### src/rtl/texture_upload_arbiter.sv
// Packet-level arbiter: two texture sources share one AXI-Stream write port into the texture buffer.
// Optional round-robin winner selection via `TEXTURE_UPLOAD_ARBITER_ROUND_ROBIN_EN (fixed priority otherwise).
module texture_upload_arbiter #(
   parameter int STREAM_WIDTH = 32
) (
   input  logic                    aclk,
   input  logic                    resetn,
   input  logic                    pipelineBusy,
   input  logic                    s0_axis_tvalid,
   output logic                    s0_axis_tready,
   input  logic                    s0_axis_tlast,
   input  logic [STREAM_WIDTH-1:0] s0_axis_tdata,
   input  logic                    s1_axis_tvalid,
   output logic                    s1_axis_tready,
   input  logic                    s1_axis_tlast,
   input  logic [STREAM_WIDTH-1:0] s1_axis_tdata,
   output logic                    m_axis_tvalid,
   input  logic                    m_axis_tready,
   output logic                    m_axis_tlast,
   output logic [STREAM_WIDTH-1:0] m_axis_tdata,
   output logic                    grant,
   output logic                    uploadActive,
   output logic                    uploadDone
);

   typedef enum logic {IDLE, BUSY} state_t;

   state_t                         state, state_nxt;
   logic                           grant_nxt;
   logic                           done_nxt;
   logic                           winner;
   logic [1:0]                     src_valid;
   logic [1:0]                     src_last;
   logic [1:0]                     src_ready;
   logic [1:0][STREAM_WIDTH-1:0]   src_data;

   assign src_valid = {s1_axis_tvalid, s0_axis_tvalid};
   assign src_last  = {s1_axis_tlast,  s0_axis_tlast};
   assign src_data  = {s1_axis_tdata,  s0_axis_tdata};

   assign s0_axis_tready = src_ready[0];
   assign s1_axis_tready = src_ready[1];
   assign uploadActive   = (state == BUSY);

`ifdef TEXTURE_UPLOAD_ARBITER_ROUND_ROBIN_EN
   // Contention goes to the port that was not served last; a lone requester always wins.
   always_comb begin
      if (&src_valid) winner = ~grant;
      else            winner = ~src_valid[0];
   end
`else
   // Port 1 only wins when port 0 is not requesting.
   always_comb winner = ~src_valid[0];
`endif

   always_comb begin
      state_nxt     = state;
      grant_nxt     = grant;
      done_nxt      = 1'b0;
      m_axis_tvalid = 1'b0;
      m_axis_tlast  = 1'b0;
      m_axis_tdata  = '0;
      src_ready     = 2'b00;
      case (state)
         IDLE: begin
            if ((|src_valid) && !pipelineBusy) begin
               state_nxt = BUSY;
               grant_nxt = winner;
            end
         end
         BUSY: begin
            m_axis_tvalid    = src_valid[grant];
            m_axis_tlast     = src_last[grant];
            m_axis_tdata     = src_data[grant];
            src_ready[grant] = m_axis_tready;
            // pipelineBusy is deliberately ignored here: a started packet always completes.
            if (src_valid[grant] && m_axis_tready && src_last[grant]) begin
               state_nxt = IDLE;
               done_nxt  = 1'b1;
            end
         end
         default: state_nxt = IDLE;
      endcase
   end

   // grant resets to 1 so that round-robin serves port 0 first.
   always_ff @(posedge aclk) begin
      if (!resetn) begin
         state      <= IDLE;
         grant      <= 1'b1;
         uploadDone <= 1'b0;
      end else begin
         state      <= state_nxt;
         grant      <= grant_nxt;
         uploadDone <= done_nxt;
      end
   end

endmodule

### config.mk
export PLATFORM = sky130hd
export DESIGN_NAME = texture_upload_arbiter
export DESIGN_NICKNAME = d
export VERILOG_FILES = /design/src/rtl/texture_upload_arbiter.sv
export SDC_FILE = /design/constraint.sdc
export NUM_CORES = 1
export LEC_CHECK = 0
export BUFFER_PORTS_ARGS = -buffer_cell sky130_fd_sc_hd__buf_2
export CORE_MARGIN = 3
export CORE_UTILIZATION = 32
export DETAILED_ROUTE_END_ITERATION = 10
export PLACE_DENSITY_LB_ADDON = 0.1
export SYNTH_ARGS = -nofsm -noshare
export SYNTH_HDL_FRONTEND = slang
export SYNTH_SLANG_ARGS = --single-unit
### constraint.sdc
create_clock -name aclk -period 1.7 [get_ports aclk]
set_input_delay 0.085 -clock aclk [delete_from_list [all_inputs] [get_ports aclk]]
set_output_delay 0.085 -clock aclk [all_outputs]
set_load 0.01 [all_outputs]
* Word-level counts from Yosys, hierarchy flattened
Cells that the tools add are included.
Widths: inputs -> output; s select.
** Operators by class
- $lt $le $gt $ge :: 2
- Multiplexer cells :: 16
- Bitwise operators :: 3
- Reduce and logical (&&, ||, !) cells :: 8
** Operator list (count)
- $mux 32 :: 3
- $mux 1 :: 10
- $logic_and 1x1->1 :: 4
- $reduce_and 2->1 :: 2
- $and 2x2->2 :: 1
- $lt 1x2->1 const B :: 1
- $mux 2 :: 1
- $not 1->1 :: 2
- $pmux 1 s2 :: 1
- $reduce_or 2->1 :: 1
- $demux 1 s1 :: 1
- $ge 1x1->1 const B :: 1
- $logic_not 1->1 :: 1
** Word-level totals
- Register bits :: 3
- Input bits :: 72
- Output and inout port bits :: 39
- Logic and storage cells :: 32

* Logic depth before layout (Yosys ltp)
- Word-level depth :: 6
- Mapped depth :: 4
- Mapped depth without buffers :: 3

* Worst setup path before layout
OpenSTA, ideal clock, no wires.
- Path kind :: register to output
- Start point :: register grant
- End point :: output port m_axis_tdata[0]
- Arrival time :: 1014 ps
- Data required time :: 1615 ps
- Setup slack :: 601 ps
- Cell stages (with the launch flop) :: 5
- Buffers on the path :: 2
- Cell sequence :: dfxtp_1 -> buf_6 -> buf_6 -> mux2i_1 -> nor2b_1
** Between the ends
- Word-level cells in the longest chain between the ends :: 3
** Ends and longest elaborated chain
- from (decl) :: line 21 : output logic grant,
- from (signal assigned) :: line 94 : grant <= grant_nxt;
- $mux 32 (not written as such) (2 in a row) :: line 74 : m_axis_tdata = src_data[grant];
- $mux 32 :: line 64 : case (state)
- to (decl) :: line 20 : output logic [STREAM_WIDTH-1:0] m_axis_tdata,
Every way passes these cells. The select of a mux whose other input is x is not followed.

* Final worst setup path
- Start point :: register grant
- End point :: output port m_axis_tdata[7]
The elaborated chain is that of the path after synthesis.

==> impl_metrics.csv <==
group,metric,value,unit
clocking,holdBufCountCts,0,
critical_path,cp.arrival,1.45,ns
floorplan,rows,16,
clocking,cts.path.max_buffers,2,
clocking,numCtsBuffers,3,
pwr,power_frac_comb,0.607,
critical_path,cp.required,1.62,ns
place,dp.final_hpwl,2340,microns
min_path,holdCritPathClass,"input port to flop",
logic_synthesis,synth.yosys.seq_area_share,0.0799,
critical_path,start_kind,"flop",
clocking,clock-root-buffer,"clkbuf_4",
global_routing,grt_pass1_wl,3880,microns
floorplan,initial_core_util,0.361,
logic_synthesis,syn_inst,93,
clocking,post_cts_buffers,0,
global_routing,track_usage,0.178,
floorplan,die_h,54.5,microns
floorplan,die-area,2970,sq um
floorplan,core,2080,sq um
min_path,hold_depth,2,
clocking,clock_latency,0.24,ns
clocking,cts.repair.resized,0,
sta,skew,0.00165,ns
sta,fin_setup_tns,0,ns
critical_path,critPathBufInv,2,
min_path,min_from,"resetn",
pwr,p_sw,0.000196,W
clocking,cts_sinks,3,
floorplan,io_pins,111,
min_path,min_to,"grant",
place,portBuffers,110,
final_layout,antenna_cells,0,
critical_path,crit-reg2reg-launch,"grant",
global_routing,grt_pass1_vias,976,
clocking,cts_tree,"done",
sta,setup_violations,0,
pwr,power_frac_clock,0.236,
critical_path,cp_top_family,"flip-flops",
detailed_routing,drc_errors,0,
logic_synthesis,synth.distinct_cells,16,
final_layout,syn2layout_area_growth,81.7,%
logic_synthesis,syn_area_per_cell,8.09,sq um
pwr,p_sw_frac,0.358,
global_routing,gr-total-overflow,0,
final_layout,fillerInstances,184,
detailed_routing,drtIter0Drc,3,
sta,rsz0062_at_grt,"false",
job,max_cap_violations,0,
critical_path,r2r_setup_slack,0.58,ns
critical_path,r2r-end,"uploadDone",
global_routing,grt_max_degree,23,
clocking,clk_pin_slew,0.04,ns
final_layout,final_nets,278,
place,place_congestion,0.693,
detailed_routing,drt_first_pass_iters,4,
logic_synthesis,syn-num-nets,165,
detailed_routing,ant_nets,0,
sta,fin_crit,1.53,ns
sta,slew_violations,0,
critical_path,slowest_stage,"dfxtp_2",
detailed_routing,totalWireLength,2720,microns
place,postPlaceCellArea,1340,sq um
pwr,seqPwrFrac,0.157,
final_layout,drive_above_1_share,0.590,
logic_synthesis,synth_area,752,sq um
sta,tightest_slew,0.402,ns
pwr,leakagePower,0.960,nW
logic_synthesis,synth_seq_cells,3,
critical_path,slowest_delay,0.57,ns
detailed_routing,via_count,1066,
final_layout,fin_area,1370,sq um
global_routing,antenna_found_initial,0,
sta,period_share,0.903,
pwr,internal-power,0.000350,W
detailed_routing,viasPerCell,4.59,
pwr,power.density,400,nW/um^2
run_status,outcome,"complete, no violations",
critical_path,crit_type,"flop to output port",
detailed_routing,routedWlPerCell,11.7,microns
critical_path,end_kind,"output port",
pwr,power,0.000546,W
critical_path,cp_max_fo,18,
critical_path,r2r_cells,2,
floorplan,die_w,54.5,microns
pwr,ir_drop,225,uV
clocking,htreeDepth,1,
logic_synthesis,yosys_warnings,0,
sta,clock.fmax,652,MHz
critical_path,crit_chain,"buf_4 -> mux2i_1 -> nor2b_1 -> buf_2",
sta,relSlewSlack,0.732,
sta,final-hold-violation-count,0,
layer usage:
metal  GRT usage  routed length (microns)  up-vias
met5           0                        0        -
met1       0.178                      854      446
li1            -                        -      542
met2       0.337                     1480       76
met3      0.0409                      369        2
met4      0.0913                       19        0
cells in the mapped netlist:
library cell  number  area [sq um]
a21oi_1            2          10.0
a32oi_1            1          8.76
and2_1             1          6.26
and3_1             1          6.26
buf_2              2          10.0
buf_6              3          33.8
clkbuf_1           3          11.3
dfxtp_1            3          60.1
mux2i_1           33           330
nand2_1            2          7.51
nor2_1             3          11.3
nor2b_1           35           219
nor4b_2            1          15.0
o211a_1            1          10.0
o21ai_1            1          5.00
o21bai_1           1          7.51
cell type report:
type | instances | area [sq um] | area share
Clock buffer | 4 | 26.3 | 0.0192
Multi-Input combinational cell | 82 | 637 | 0.466
Sequential cell | 3 | 61.3 | 0.0449
Tap cell | 27 | 33.8 | 0.0247
Timing Repair Buffer | 116 | 608 | 0.445
logic make-up after synthesis:
| family | Yosys count | synth area share |
|---|---|---|
| simple gates | 43 | 0.353 |
| flops | 3 | 0.0799 |
| buf+inv | 8 | 0.0732 |
| compound gates | 6 | 0.0549 |
| mux | 33 | 0.439 |
stage by stage:
| stage | cells | utilization | hold slack [ns] | worst slack (ns) |
|---|---|---|---|---|
| after global placement | 228 | 0.644 | 0.294 | 0.443 |
| after floorplan | 93 | - | 0.165 | 0.601 |
| after global routing | 232 | 0.656 | 0.0401 | 0.0470 |
| after detailed placement | 228 | 0.644 | 0.301 | 0.400 |
| after CTS | 232 | 0.656 | 0.0401 | 0.139 |
| final | 232 | 0.656 | 0.0575 | 0.166 |
state kept, by name (all words and copies together), names as in the netlist:
signal / cells
uploadActive: 1
grant: 1
uploadDone: 1
power by group through the flow:
stage	logic, W	clock network (W)	registers (W)
3_5_place_dp	0.000333	0	0.0000873
6_report	0.000331	0.000129	0.0000857
5_1_grt	0.000367	0.000145	0.0000876
3_3_place_gp	0.000324	0	0.0000868
2_1_floorplan	0.000183	0	0.0000809
4_1_cts	0.000335	0.000136	0.0000862
worst max path at each step:
stage	end	slack, ns	depth (start not counted)	startpoint
after floorplan	m_axis_tdata[0]	0.60	4	grant
after global placement	m_axis_tdata[0]	0.44	4	grant
after detailed placement	m_axis_tdata[7]	0.40	4	grant
after CTS	m_axis_tdata[7]	0.14	4	grant
after global routing	m_axis_tdata[6]	0.05	4	grant
final	m_axis_tdata[7]	0.17	4	grant
cells in the final DEF, fill, tap and decap left out, types with 2 or more instances in the layout:
master | netlist | layout
buf_2 | 2 | 110
nor2b_1 | 35 | 35
mux2i_1 | 33 | 33
buf_4 | 0 | 5
nor2_1 | 3 | 3
clkbuf_4 | 0 | 3
nand2_1 | 2 | 2
a21oi_1 | 2 | 2
dfxtp_1 | 3 | 2
Power figures use the tool's default switching activity.
